`src/rtl/jt89_pkg.sv`:
```
// Shared definitions for the SN76489-family noise channel: attenuation
// table, rate selector encoding and the LFSR seed helper.
package jt89_pkg;

    localparam int MAX_LFSR_W = 32;

    typedef enum logic [1:0] {
        RATE_D1    = 2'd0,
        RATE_D2    = 2'd1,
        RATE_D4    = 2'd2,
        RATE_TONE2 = 2'd3
    } rate_e;

    // Roughly 2 dB per step, full scale 255, index 15 mutes the channel.
    localparam logic [8:0] ATT_TBL [16] = '{
        9'd255, 9'd203, 9'd161, 9'd128, 9'd102, 9'd81, 9'd64, 9'd51,
        9'd40,  9'd32,  9'd26,  9'd20,  9'd16,  9'd13, 9'd10, 9'd0
    };

    // Seed value: only the most significant LFSR bit set.
    function automatic logic [MAX_LFSR_W-1:0] lfsr_seed(input int width);
        return {{(MAX_LFSR_W-1){1'b0}}, 1'b1} << (width - 1);
    endfunction

endpackage

```
`src/rtl/jt89_lfsr.sv`:
```
// Noise shift register: right-shifting LFSR with white/periodic feedback,
// seed load on control writes and recovery from the all-zero lock-up state.
module jt89_lfsr
    import jt89_pkg::*;
#(
    parameter int LFSR_W    = 16,
    parameter int WHITE_TAP = 3
) (
    input  logic              clk,
    input  logic              rst,
    input  logic              load,
    input  logic              adv,
    input  logic              white,
    output logic [LFSR_W-1:0] lfsr
);

    localparam logic [LFSR_W-1:0] SEED = LFSR_W'(lfsr_seed(LFSR_W));

    logic fb;

    // Feedback bit: tap XOR in white mode, plain rotation in periodic mode.
    always_comb begin
        fb = white ? (lfsr[0] ^ lfsr[WHITE_TAP]) : lfsr[0];
    end

    // Register update; a load beats a coincident advance so the new mode starts from the seed.
    always_ff @(posedge clk) begin
        if (rst) begin
            lfsr <= SEED;
        end else if (load) begin
            lfsr <= SEED;
        end else if (adv) begin
            if (lfsr == '0) begin
                lfsr <= SEED;
            end else begin
                lfsr <= {fb, lfsr[LFSR_W-1:1]};
            end
        end
    end

endmodule

```
`src/rtl/jt89_noise_gen.sv`:
```
// SN76489-family noise channel: control register, rate/period counter,
// LFSR instance and attenuated amplitude output for the PSG mixer.
module jt89_noise_gen
    import jt89_pkg::*;
#(
    parameter int LFSR_W    = 16,
    parameter int WHITE_TAP = 3,
    parameter int DIV_BASE  = 32,
    parameter int CNT_W     = 11,
    parameter int TONE_SYNC = 0,
    parameter int OUT_W     = 9
) (
    input  logic             clk,
    input  logic             rst,
    input  logic             clk_en,
    input  logic             ctrl_we,
    input  logic [2:0]       ctrl_din,
    input  logic [3:0]       vol,
    input  logic [9:0]       tone2,
    input  logic             tone2_tick,
    output logic             noise_bit,
    output logic             shift_tick,
    output logic [OUT_W-1:0] snd
);

    logic [2:0]        ctrl;
    rate_e             rate;
    logic              white;
    logic [CNT_W-1:0]  cnt;
    logic [CNT_W-1:0]  period;
    logic              tone_sync_mode;
    logic              adv;
    logic [LFSR_W-1:0] lfsr;

    assign rate      = rate_e'(ctrl[1:0]);
    assign white     = ctrl[2];
    assign noise_bit = lfsr[0];

    // Reload value for the period counter, sampled only at reload time.
    always_comb begin
        period = CNT_W'(DIV_BASE);
        case (rate)
            RATE_D1:    period = CNT_W'(DIV_BASE);
            RATE_D2:    period = CNT_W'(2 * DIV_BASE);
            RATE_D4:    period = CNT_W'(4 * DIV_BASE);
            RATE_TONE2: period = (tone2 == 10'd0) ? CNT_W'(2) : CNT_W'({tone2, 1'b0});
            default:    period = CNT_W'(DIV_BASE);
        endcase
    end

    // Advance source: tone 2 toggle pulses in sync mode, otherwise counter expiry.
    always_comb begin
        tone_sync_mode = (TONE_SYNC != 0) && (rate == RATE_TONE2);
        if (tone_sync_mode) begin
            adv = clk_en & tone2_tick;
        end else begin
            adv = clk_en & (cnt == CNT_W'(1));
        end
    end

    // Control register; reset takes priority over a same-cycle write.
    always_ff @(posedge clk) begin
        if (rst) begin
            ctrl <= 3'b000;
        end else if (ctrl_we) begin
            ctrl <= ctrl_din;
        end
    end

    // Period counter; frozen while tracking tone 2 ticks directly.
    always_ff @(posedge clk) begin
        if (rst) begin
            cnt <= '0;
        end else if (clk_en && !tone_sync_mode) begin
            if (cnt <= CNT_W'(1)) begin
                cnt <= period;
            end else begin
                cnt <= cnt - CNT_W'(1);
            end
        end
    end

    // One-clock pulse marking each LFSR advance, even one overridden by a write.
    always_ff @(posedge clk) begin
        if (rst) begin
            shift_tick <= 1'b0;
        end else begin
            shift_tick <= adv;
        end
    end

    // Attenuated amplitude, scaled to the output width, updated at the PSG rate.
    always_ff @(posedge clk) begin
        if (rst) begin
            snd <= '0;
        end else if (clk_en) begin
            snd <= lfsr[0] ? (OUT_W'(ATT_TBL[vol]) << (OUT_W - 9)) : '0;
        end
    end

    jt89_lfsr #(
        .LFSR_W    (LFSR_W),
        .WHITE_TAP (WHITE_TAP)
    ) u_lfsr (
        .clk   (clk),
        .rst   (rst),
        .load  (ctrl_we),
        .adv   (adv),
        .white (white),
        .lfsr  (lfsr)
    );

endmodule
```
`config.mk`:
```
export PLATFORM = sky130hd
export DESIGN_NAME = jt89_noise_gen
export DESIGN_NICKNAME = d
export VERILOG_FILES = /design/src/rtl/jt89_pkg.sv /design/src/rtl/jt89_lfsr.sv /design/src/rtl/jt89_noise_gen.sv
export SDC_FILE = /design/constraint.sdc
export NUM_CORES = 1
export LEC_CHECK = 0
export BUFFER_PORTS_ARGS = -buffer_cell sky130_fd_sc_hd__buf_2
export CORE_MARGIN = 4
export CORE_UTILIZATION = 55
export CTS_BUF_LIST = sky130_fd_sc_hd__clkbuf_2
export CTS_CLUSTER_SIZE = 25
export DETAILED_ROUTE_END_ITERATION = 8
export PLACE_DENSITY = 0.78
export SLEW_MARGIN = 20
export SYNTH_ARGS = -nofsm -noshare
export SYNTH_HDL_FRONTEND = slang
export SYNTH_SLANG_ARGS = --single-unit
```
`constraint.sdc`:
```
create_clock -name clk -period 3.45 [get_ports clk]
set_input_delay 0.5175 -clock clk [delete_from_list [all_inputs] [get_ports clk]]
set_output_delay 0.5175 -clock clk [all_outputs]
set_load 0.02 [all_outputs]
```
==> run summary <==
clock-pin slew on the worst setup and hold paths - 0.24 ns
Synth top area share - 36.9%
synth warn - 0
syn_nets - 268
placed cell area - 0.00225 mm²
Pre-antenna DRT Iters - 4
met3 Usage GRT - 4.75%
Post-DP HPWL - 3.17 mm
post-synth cell types - 48
crit path capture type - output port
CTS H-Tree Depth - 2
Finish-stage setup viols - 0
crit share post-route - 53.3%
Startpoint Class - flip-flop
Critical-path top delay cell - dfxtp_1
vias in the first global route - 1,640
share of layout cells above drive strength 1 - 20.2%
nets - 292
port buffer count - 30
# DRC - 0
Mean Syn Cell Area - 8.88 µm²
hold slack - 0.324 ns
post-CTS setup repair buffer count - 0
Synth Area in XOR/XNOR - 1.24%
core area - 0.00369 mm²
P_leak - 1.02 nW
Min-Delay Path Class - in2reg
Fmax - 544 MHz
Gate Count Post-Synth - 238
CP cell instances - buf_2
CTS Hold Bufs - 0
IO Pins - 33
GR peak layer - met2
Cell Pwr Density - 634 mW/mm²
antenna cells - 0
critical path type - reg2out
Clock Skew - 0.0278 ns
worst skew pair latency - 0.42 ns
met1 usage - 24.8%
Vias/cell - 5.82
GRT Overall Usage - 18.2%
CTS buffer count - 5
number of max-cap violations - 0
final wirelength - 4.40 mm
slowest stage delay, CP - 0.65 ns
initial antenna violation count - 0
top post-synthesis cells by area - dfxtp_1 37%, mux2i_1 13%, ha_1 4.7%, nor2_1 4.6%, a21oi_1 3.6%
Crit path required time - 2.93 ns
GP Congestion - 0.898
setup TNS - 0 ns
CTS sink cnt - 39
mux cell area share after synthesis - 13.9%
PnR worst setup slack - 1.61 ns
simple-gate share of the synthesized area - 22.8%
Synth Register Bits - 39
peak fanout along the critical path - 11
sequential area share after synthesis - 36.9%
total grt overflow - 0
die width - 70.0 µm
wire per inst - 14.1 µm
Worst Path Buf+Inv - 1
Die Height - 70.0 µm
total number of vias - 1,811
# rows - 22
Crit path max-delay family - flip-flops
Initial Util - 57.3%
Worst slew margin - 52.0%
CTS Buffer Depth - 2
Worst VDD drop - 0.402 mV
Final Critical Period - 1.84 ns
fraction of the mapped netlist area in adder cells - 4.74%
post-place setup slack - 1.53 ns
first-pass GRT wire length - 7.40 mm
main combinational cell family by area after synthesis - simple AND/OR/NAND/NOR gates
largest net degree at the start of global routing - 25
met2 Track Usage GR - 27.9%
post_cts resized - 0
Clock Tree Root - clkbuf_2
compound-cell area share of the yosys netlist - 15.2%
initial drt markers - 180
total die area - 0.00490 mm²
post-route cell area - 0.00233 mm²
max-slew violation count - 0
area grow syn2layout - 10.1%
largest area contributor in the netlist - dfxtp_1
Final Hold Viols - 0
Cell Area, Synth - 0.00211 mm²
ys flop type - dfxtp_1
worst-margin pin slew - 0.715 ns
CTS tree - done
RSZ-0062 raised after global routing - false
worst path arrival time - 1.32 ns
final core utilization - 63.1%
Post-synth EDFFs - 0
async set-reset flop share out of synthesis - 0%
Post-DRT Antenna Nets - 0
status - completed
-- registers in the layout, summed over array words and instances (netlist names) --
| register | count |
|---|---|
| u_lfsr.lfsr | 16 |
| cnt | 11 |
| snd | 8 |
| ctrl | 3 |
| shift_tick | 1 |
-- per-stage QoR --
stage | std cells | power [W]
2_1_floorplan | 238 | 0.00107
3_3_place_gp | 303 | 0.00116
3_5_place_dp | 303 | 0.00117
4_1_cts | 311 | 0.00147
5_1_grt | 311 | 0.00157
6_report | 311 | 0.00148
-- where the power goes --
group          total [W]  switching, W  internal [W]
Combinational   0.000588      0.000329      0.000259
Sequential      0.000588     0.0000856      0.000503
Clock           0.000299      0.000172      0.000127
Total            0.00148      0.000587      0.000888
-- metal layers --
metal	up-vias	part of all wire, %
li1	918	-
met1	844	48
met5	-	0
met3	4	5.5
met4	0	0.66
met2	45	46
-- path summary, 6_finish.rpt --
check	startpoint	to	slack [ns]	cells after the start
setup / recovery	u_lfsr.lfsr[0]$_SDFFE_PP0P_	noise_bit	1.61	1
hold reg to reg	snd[6]$_SDFFE_PP0P_	snd[6]$_SDFFE_PP0P_	0.47	2
hold / removal	tone2[8]	cnt[9]$_SDFFE_PP0P_	0.32	3
setup reg to reg	cnt[8]$_SDFFE_PP0P_	u_lfsr.lfsr[15]$_SDFFE_PP1P_	1.62	4
-- cell usage in the layout (no fill, tap or decap), types with 3 or more instances in the layout --
master     instances
dfxtp_1           39
buf_2             30
mux2i_1           27
nor2_1            26
nand2_1           15
a21oi_1           15
nand3_1           10
ha_1               8
inv_1              7
o21ai_0            7
nor3_1             7
nor4_1             7
clkbuf_2           5
o2111ai_1          4
or3_1              4
or2_2              3
a211oi_1           3
a31oi_1            3
-- cell type report --
class | instances | area (µm²)
Inverter | 8 | 30.0
Tap cell | 48 | 60.1
Fill cell | 357 | 1360
Multi-Input combinational cell | 177 | 1230
Sequential cell | 39 | 781
Clock inverter | 3 | 47.5
Clock buffer | 5 | 25.0
Timing Repair Buffer | 31 | 158
-- synth_stat cells (3+ instances only) --
cell / n
dfxtp_1: 39
mux2i_1: 27
nor2_1: 26
a21oi_1: 15
nand2_1: 15
nand3_1: 10
ha_1: 8
clkbuf_1: 7
inv_1: 7
nor3_1: 7
nor4_1: 7
o21ai_0: 7
o2111ai_1: 4
or3_1: 4
a211oi_1: 3
a31oi_1: 3
or2_2: 3
-- cells by family (layout without fill, tap and decap cells) --
logic type	count (synthesis)	count (layout)
AOI/OAI and AO/OA	46	46
adders and majority gates	8	8
other	1	1
xor gates and xnor gates	3	3
buffers and inverters	22	47
DFF	39	39
muxes	29	29
and+or+nand+nor	90	90
(Power assumes the default switching activity.)
